--- config.mk ---
export PLATFORM = sky130hd
export DESIGN_NAME = score_overlay
export DESIGN_NICKNAME = d
export VERILOG_FILES = /design/src/rtl/snake_pkg.sv /design/src/rtl/score_flash_fsm.sv /design/src/rtl/score_overlay.sv
export SDC_FILE = /design/constraint.sdc
export NUM_CORES = 1
export LEC_CHECK = 0
export BUFFER_PORTS_ARGS = -buffer_cell sky130_fd_sc_hd__buf_2
export CORE_MARGIN = 8
export CORE_UTILIZATION = 25
export CTS_BUF_LIST = sky130_fd_sc_hd__clkbuf_4
export CTS_CLUSTER_DIAMETER = 50
export DETAILED_ROUTE_END_ITERATION = 7
export HOLD_SLACK_MARGIN = 0.06
export PLACE_DENSITY = 0.49
export SLEW_MARGIN = 0
export SYNTH_ARGS = -nofsm -noshare
export SYNTH_HDL_FRONTEND = slang
export SYNTH_SLANG_ARGS = --single-unit
--- constraint.sdc ---
create_clock -name clk -period 2.69 [get_ports clk]
set_input_delay 0.269 -clock clk [delete_from_list [all_inputs] [get_ports clk]]
set_output_delay 0.269 -clock clk [all_outputs]
set_load 0.02 [all_outputs]
--- src/rtl/snake_pkg.sv ---
// snake_pkg -- definitions shared by the game overlay blocks.
//   Pitch/icon-size defaults used by score_overlay.
//   4-bit-per-channel colour constants (RED, GOLD, GREY).
//   Flash FSM state type and a score saturation helper.
package snake_pkg;

  localparam int PITCH_LOG2_DEF = 5;
  localparam int ICON_SIZE_DEF  = 28;

  typedef struct packed {
    logic [3:0] r;
    logic [3:0] g;
    logic [3:0] b;
  } rgb_t;

  localparam rgb_t RED  = '{r: 4'hF, g: 4'h0, b: 4'h0};
  localparam rgb_t GOLD = '{r: 4'hF, g: 4'hC, b: 4'h0};
  localparam rgb_t GREY = '{r: 4'h8, g: 4'h8, b: 4'h8};

  typedef enum logic {
    IDLE  = 1'b0,
    FLASH = 1'b1
  } flash_state_t;

  // Clamp the live score to the number of icons that can be drawn.
  function automatic logic [5:0] sat_points(input logic [5:0] p, input int max_icons);
    return (int'(p) > max_icons) ? 6'(max_icons) : p;
  endfunction

endpackage

--- src/rtl/score_flash_fsm.sv ---
// score_flash_fsm -- per-frame score latch and newest-icon blink controller.
// Ports:
//   clk, rst        clock, asynchronous active-low reset
//   frame_start     one-cycle pulse at the first pixel of a frame
//   points_sat      live score already clamped to the icon limit
//   shown_pts       score latched at the last frame_start
//   new_idx         index of the icon that is blinking
//   blank_en        high while the blinking icon is in its "off" phase
module score_flash_fsm
  import snake_pkg::*;
#(
  parameter int FLASH_FRAMES = 30
) (
  input  logic       clk,
  input  logic       rst,
  input  logic       frame_start,
  input  logic [5:0] points_sat,
  output logic [5:0] shown_pts,
  output logic [5:0] new_idx,
  output logic       blank_en
);

  flash_state_t state, state_n;
  logic [7:0]   flash_cnt, cnt_n;
  logic [5:0]   shown_n, idx_n;
  logic         loaded, loaded_n;

  always_ff @(posedge clk or negedge rst) begin
    if (!rst) begin
      state     <= IDLE;
      flash_cnt <= '0;
      shown_pts <= '0;
      new_idx   <= '0;
      loaded    <= 1'b0;
    end else begin
      state     <= state_n;
      flash_cnt <= cnt_n;
      shown_pts <= shown_n;
      new_idx   <= idx_n;
      loaded    <= loaded_n;
    end
  end

  // The first frame after reset only loads the score: an already-nonzero
  // score is not a "new" point, so it must not start a blink.
  always_comb begin
    state_n  = state;
    cnt_n    = flash_cnt;
    shown_n  = shown_pts;
    idx_n    = new_idx;
    loaded_n = loaded;
    if (frame_start) begin
      loaded_n = 1'b1;
      shown_n  = points_sat;
      if (!loaded) begin
        state_n = IDLE;
        cnt_n   = '0;
      end else if (points_sat > shown_pts) begin
        state_n = FLASH;
        cnt_n   = 8'(FLASH_FRAMES);
        idx_n   = points_sat - 6'd1;
      end else if (points_sat < shown_pts) begin
        state_n = IDLE;
        cnt_n   = '0;
      end else if (state == FLASH) begin
        cnt_n = flash_cnt - 8'd1;
        if (cnt_n == '0) begin
          state_n = IDLE;
        end
      end
    end
  end

  // Bit 2 of the countdown toggles every four frames: 4 on / 4 off.
  assign blank_en = (state == FLASH) && flash_cnt[2];

endmodule

--- src/rtl/score_overlay.sv ---
// score_overlay -- draws one square icon per scored point over the video.
// Ports:
//   clk, rst            clock, asynchronous active-low reset
//   frame_start         one-cycle pulse at the first pixel of a frame
//   pix_valid           curr_x/curr_y valid this cycle
//   curr_x, curr_y      current pixel coordinate (11 bits)
//   points              live score (sampled once per frame)
//   lose, win           game-end colour modes (win has priority)
//   hit                 pixel lies inside a drawn icon (2-cycle latency)
//   out_valid           pix_valid aligned with hit/draw_*
//   draw_r/g/b          icon colour, zero when hit is low
module score_overlay
  import snake_pkg::*;
#(
  parameter int MAX_ICONS     = 32,
  parameter int ICONS_PER_ROW = 16,
  parameter int PITCH_LOG2    = PITCH_LOG2_DEF,
  parameter int ICON_SIZE     = ICON_SIZE_DEF,
  parameter int X_OFF         = 20,
  parameter int Y_OFF         = 20,
  parameter int FLASH_FRAMES  = 30
) (
  input  logic        clk,
  input  logic        rst,
  input  logic        frame_start,
  input  logic        pix_valid,
  input  logic [10:0] curr_x,
  input  logic [10:0] curr_y,
  input  logic [5:0]  points,
  input  logic        lose,
  input  logic        win,
  output logic        hit,
  output logic        out_valid,
  output logic [3:0]  draw_r,
  output logic [3:0]  draw_g,
  output logic [3:0]  draw_b
);

  // Extra top bit so ICON_SIZE == pitch still compares correctly.
  localparam logic [PITCH_LOG2:0] ICON_LIM = (PITCH_LOG2 + 1)'(ICON_SIZE);

  logic [5:0] points_sat, shown_pts, new_idx;
  logic       blank_en;

  assign points_sat = sat_points(points, MAX_ICONS);

  score_flash_fsm #(
    .FLASH_FRAMES(FLASH_FRAMES)
  ) u_fsm (
    .clk        (clk),
    .rst        (rst),
    .frame_start(frame_start),
    .points_sat (points_sat),
    .shown_pts  (shown_pts),
    .new_idx    (new_idx),
    .blank_en   (blank_en)
  );

  // Stage 1: offset into icon space; a borrow into bit 11 means the pixel
  // is above or left of icon 0.
  logic [11:0] rel_x, rel_y;
  assign rel_x = {1'b0, curr_x} - 12'(X_OFF);
  assign rel_y = {1'b0, curr_y} - 12'(Y_OFF);

  logic                  s1_valid, s1_miss, s1_win, s1_lose;
  logic [10:0]           s1_col, s1_row;
  logic [PITCH_LOG2-1:0] s1_ox, s1_oy;

  always_ff @(posedge clk or negedge rst) begin
    if (!rst) begin
      s1_valid <= 1'b0;
      s1_miss  <= 1'b0;
      s1_win   <= 1'b0;
      s1_lose  <= 1'b0;
      s1_col   <= '0;
      s1_row   <= '0;
      s1_ox    <= '0;
      s1_oy    <= '0;
    end else begin
      s1_valid <= pix_valid;
      s1_miss  <= rel_x[11] | rel_y[11];
      s1_win   <= win;
      s1_lose  <= lose;
      s1_col   <= rel_x[10:0] >> PITCH_LOG2;
      s1_row   <= rel_y[10:0] >> PITCH_LOG2;
      s1_ox    <= rel_x[PITCH_LOG2-1:0];
      s1_oy    <= rel_y[PITCH_LOG2-1:0];
    end
  end

  // Stage 2: icon index and hit test. shown_pts/blank already reflect a
  // frame_start that arrived with this pixel, since it was sampled a cycle
  // earlier than this stage evaluates.
  logic [21:0] idx;
  logic        blank, hit_d;
  rgb_t        colour;

  assign idx   = 22'(s1_row) * 22'(ICONS_PER_ROW) + 22'(s1_col);
  assign blank = blank_en && (idx == 22'(new_idx));
  assign hit_d = s1_valid && !s1_miss
              && (s1_col < 11'(ICONS_PER_ROW))
              && ({1'b0, s1_ox} < ICON_LIM)
              && ({1'b0, s1_oy} < ICON_LIM)
              && (idx < 22'(shown_pts))
              && !blank;
  assign colour = s1_win ? GOLD : (s1_lose ? GREY : RED);

  always_ff @(posedge clk or negedge rst) begin
    if (!rst) begin
      out_valid <= 1'b0;
      hit       <= 1'b0;
      draw_r    <= '0;
      draw_g    <= '0;
      draw_b    <= '0;
    end else begin
      out_valid <= s1_valid;
      hit       <= hit_d;
      draw_r    <= hit_d ? colour.r : 4'h0;
      draw_g    <= hit_d ? colour.g : 4'h0;
      draw_b    <= hit_d ? colour.b : 4'h0;
    end
  end

endmodule

==> key figures <==
Outcome
  – Status: finished, final reports clean

Drt
  – Number of DRC markers in iteration 0: 82
  – Residual DRC count: 0
  – Wire per inst: 12.6 um
  – Via/cell ratio: 4.38
  – Pre-antenna DRT Iters: 4
  – Routed vias: 1995
  – Total Wirelength: 5.74 mm
  – ANT nets after route: 0

Floorplan
  – Area of the core: 10900 um2
  – # rows: 38
  – Ports: 48
  – DIE AREA: 14900 um2
  – Die H: 122 um
  – Initial Utilization: 0.258
  – Die extent in x: 122 um

Critical path
  – Crit-path max cell delay: 0.49 ns
  – Crit-path slowest cell: fa_1
  – Crit Path Max Fanout: 5
  – Critical path buffers and inverters: 0
  – Req. time, crit path: 2.99 ns
  – Type of origin of the critical path: flip-flop
  – Crit-path cells: ha_1 -> fa_1 -> ha_1 -> nor4_1 -> nand2_1 -> a2111oi_4 -> o211ai_2 -> nor3b_2
  – Critical path data arrival time: 2.65 ns
  – Crit path kind: reg -> reg
  – Crit path top cell by count: ha_1
  – Cell family with most CP delay: adder cells
  – CP Capture Type: flip-flop

Clock tree
  – Post-CTS Setup Inserts: 0
  – Worst-Skew Late Latency: 0.36 ns
  – Root Driver: clkbuf_4
  – Clk sink count: 50
  – Total CTS buffers: 5
  – CTS tree: built
  – Post-cts sizing count: 0
  – Hold_buf cts: 8
  – CTS H-tree depth: 2
  – Clock Pin Slew Worst Setup and Hold Paths: 0.16 ns
  – Clk buf depth: 2

Timing
  – Slew @ Worst Pin: 0.646 ns
  – Final setup vio count: 0
  – Fin. max-slew vios: 0
  – Min cycle time layout: 2.36 ns
  – Slew HR: 0.570
  – RSZ-0062 raised after global routing: false
  – Final worst slack: 0.335 ns
  – Final worst-path cycle share: 0.876
  – Final hold vios: 0
  – Setup TNS: 0 ns
  – Worst Skew: 0.0148 ns
  – Fmax: 425 MHz
  – WHS: 0.0857 ns

Logic synthesis
  – Share of the synthesized area in the top cell type: 0.444
  – Yosys warnings: 0
  – Unique masters post-synth: 55
  – Number of synthesized flops with an enable pin: 0
  – Synthesized area: 2820 um2
  – Ys flop type: dfrtp_1
  – Synth Register Bits: 50
  – Sequential fraction of the synthesis area: 0.444
  – Cells after synthesis: 269
  – Mapped Avg Cell Area: 10.5 um2
  – Asr flop ratio synth: 1.00
  – Cell taking the most area after synthesis: dfrtp_1
  – Top cells by area, synth: dfrtp_1 (44%), ha_1 (8.0%), xor2_1 (4.3%)

Global route
  – First-pass GRT wire length: 9.96 mm
  – Vias in the first global route: 2132
  – Total GRT Usage: 0.0818
  – Initial antenna violation count: 0
  – Largest net degree at the start of global routing: 51
  – Grt total ovfl: 0

Power
  – Final Power: 1.75 mW
  – Power density over the cells: 536 nW/um2
  – Max IR drop VDD: 270 uV
  – Pleak: 1.52 nW

Finish
  – Multi-input logic area: 1400 um2
  – Nets: 367
  – Storage cell area: 1250 um2
  – Fraction of layout cells with a size suffix above 1: 0.216
  – Area growth from synthesis to layout: 16.0%
  – Filler cells: 1161
  – Most frequent cells in the layout: dfrtp_1 (50), buf_2 (38), inv_1 (21)
  – Most common cell after layout, fill and taps aside: dfrtp_1
  – Ant diodes: 0
  – Layout Cells excl Fill: 455

Placement
  – DP Wirelength: 4.38 mm
  – Dpl cells: 439
  – Setup WS pre-CTS: 0.328 ns
  – Final GP Congestion: 0.752
  – Number of I/O port buffers: 38

Min path
  – Worst Hold Class: in -> reg

Flow run
  – Max-cap check violation count: 0
==> cells by family after synthesis <==
group,count (synthesis),share of synthesized area
and+or+nand+nor,84,0.169
buffers and inverters,35,0.0652
AOI/OAI and AO/OA,49,0.132
other,1,0.00133
muxes,7,0.0271
xor gates and xnor gates,24,0.0745
adders and majority gates,19,0.0870
DFF,50,0.444
==> stage by stage <==
stage | area (um2) | utilization
3_5_place_dp | 3110 | 0.284
6_report | 3270 | 0.299
2_1_floorplan | 2840 | -
3_3_place_gp | 3110 | 0.284
5_1_grt | 3270 | 0.299
4_1_cts | 3270 | 0.299
==> synthesized netlist by cell type, types with 2 or more instances <==
library cell  count
inv_1            21
nor2_1           18
o31ai_1           2
mux2_2            5
nand2_1          20
xor2_1           14
nand2b_1          5
or3_1             4
xnor2_1          10
nor2b_1           6
ha_1             18
nor3_1            3
o21ai_0          10
nor4_1            8
and3_1            2
dfrtp_1          50
clkbuf_1          2
a21o_1            5
a21oi_1          14
mux2i_1           2
nor3b_2           2
a32o_1            2
nand3_1           4
buf_4             9
a31o_1            3
==> worst reg2reg max path, stage by stage (launching register included) <==
cell and delay (ns):
dfrtp_1 0.42, ha_1 0.23, fa_1 0.49, ha_1 0.22, nor4_1 0.18, nand2_1 0.13, a2111oi_4 0.22, o211ai_2 0.21
nor3b_2 0.21
==> sequential cells by signal, indices dropped and copies added, names as in the netlist, 2 cells and up <==
register and count:
u_fsm.flash_cnt 8, s1_col 6, s1_row 6, u_fsm.new_idx 6
u_fsm.shown_pts 6, s1_ox 3, s1_oy 3, draw_g 2
draw_r 2
==> worst paths after layout <==
kind | from | end | slack [ns] | cells after the start
max | s1_col[4] | draw_b[3] | 0.33 | 8
min | curr_x[4] | s1_ox[4] | 0.09 | 2
max reg2reg | s1_col[4] | draw_b[3] | 0.33 | 8
min reg2reg | s1_valid | out_valid | 0.42 | 0
max in group asynchronous | rst | s1_col[4] | 1.73 | 3
min in group asynchronous | rst | u_fsm.shown_pts[4] | 0.53 | 3
==> layer usage <==
metal | GRT usage | part of all wire | vias up
met5 | 0 | 0 | -
met4 | 0.0145 | 0.0042 | 0
met3 | 0.0216 | 0.049 | 4
met2 | 0.136 | 0.47 | 43
met1 | 0.105 | 0.48 | 947
li1 | - | - | 1001
==> area by class of cell <==
class,count,area share
Clock inverter,3,0.0130
Sequential cell,50,0.383
Inverter,21,0.0241
Tap cell,140,0.0536
Multi-Input combinational cell,188,0.428
Clock buffer,5,0.0115
Timing Repair Buffer,48,0.0872
==> power by group <==
| group | switching [mW] | internal (mW) | total [mW] |
|---|---|---|---|
| clock | 0.248 | 0.197 | 0.445 |
| combinational | 0.224 | 0.191 | 0.415 |
| sequential | 0.0644 | 0.827 | 0.892 |
(Power assumes the default switching activity.)
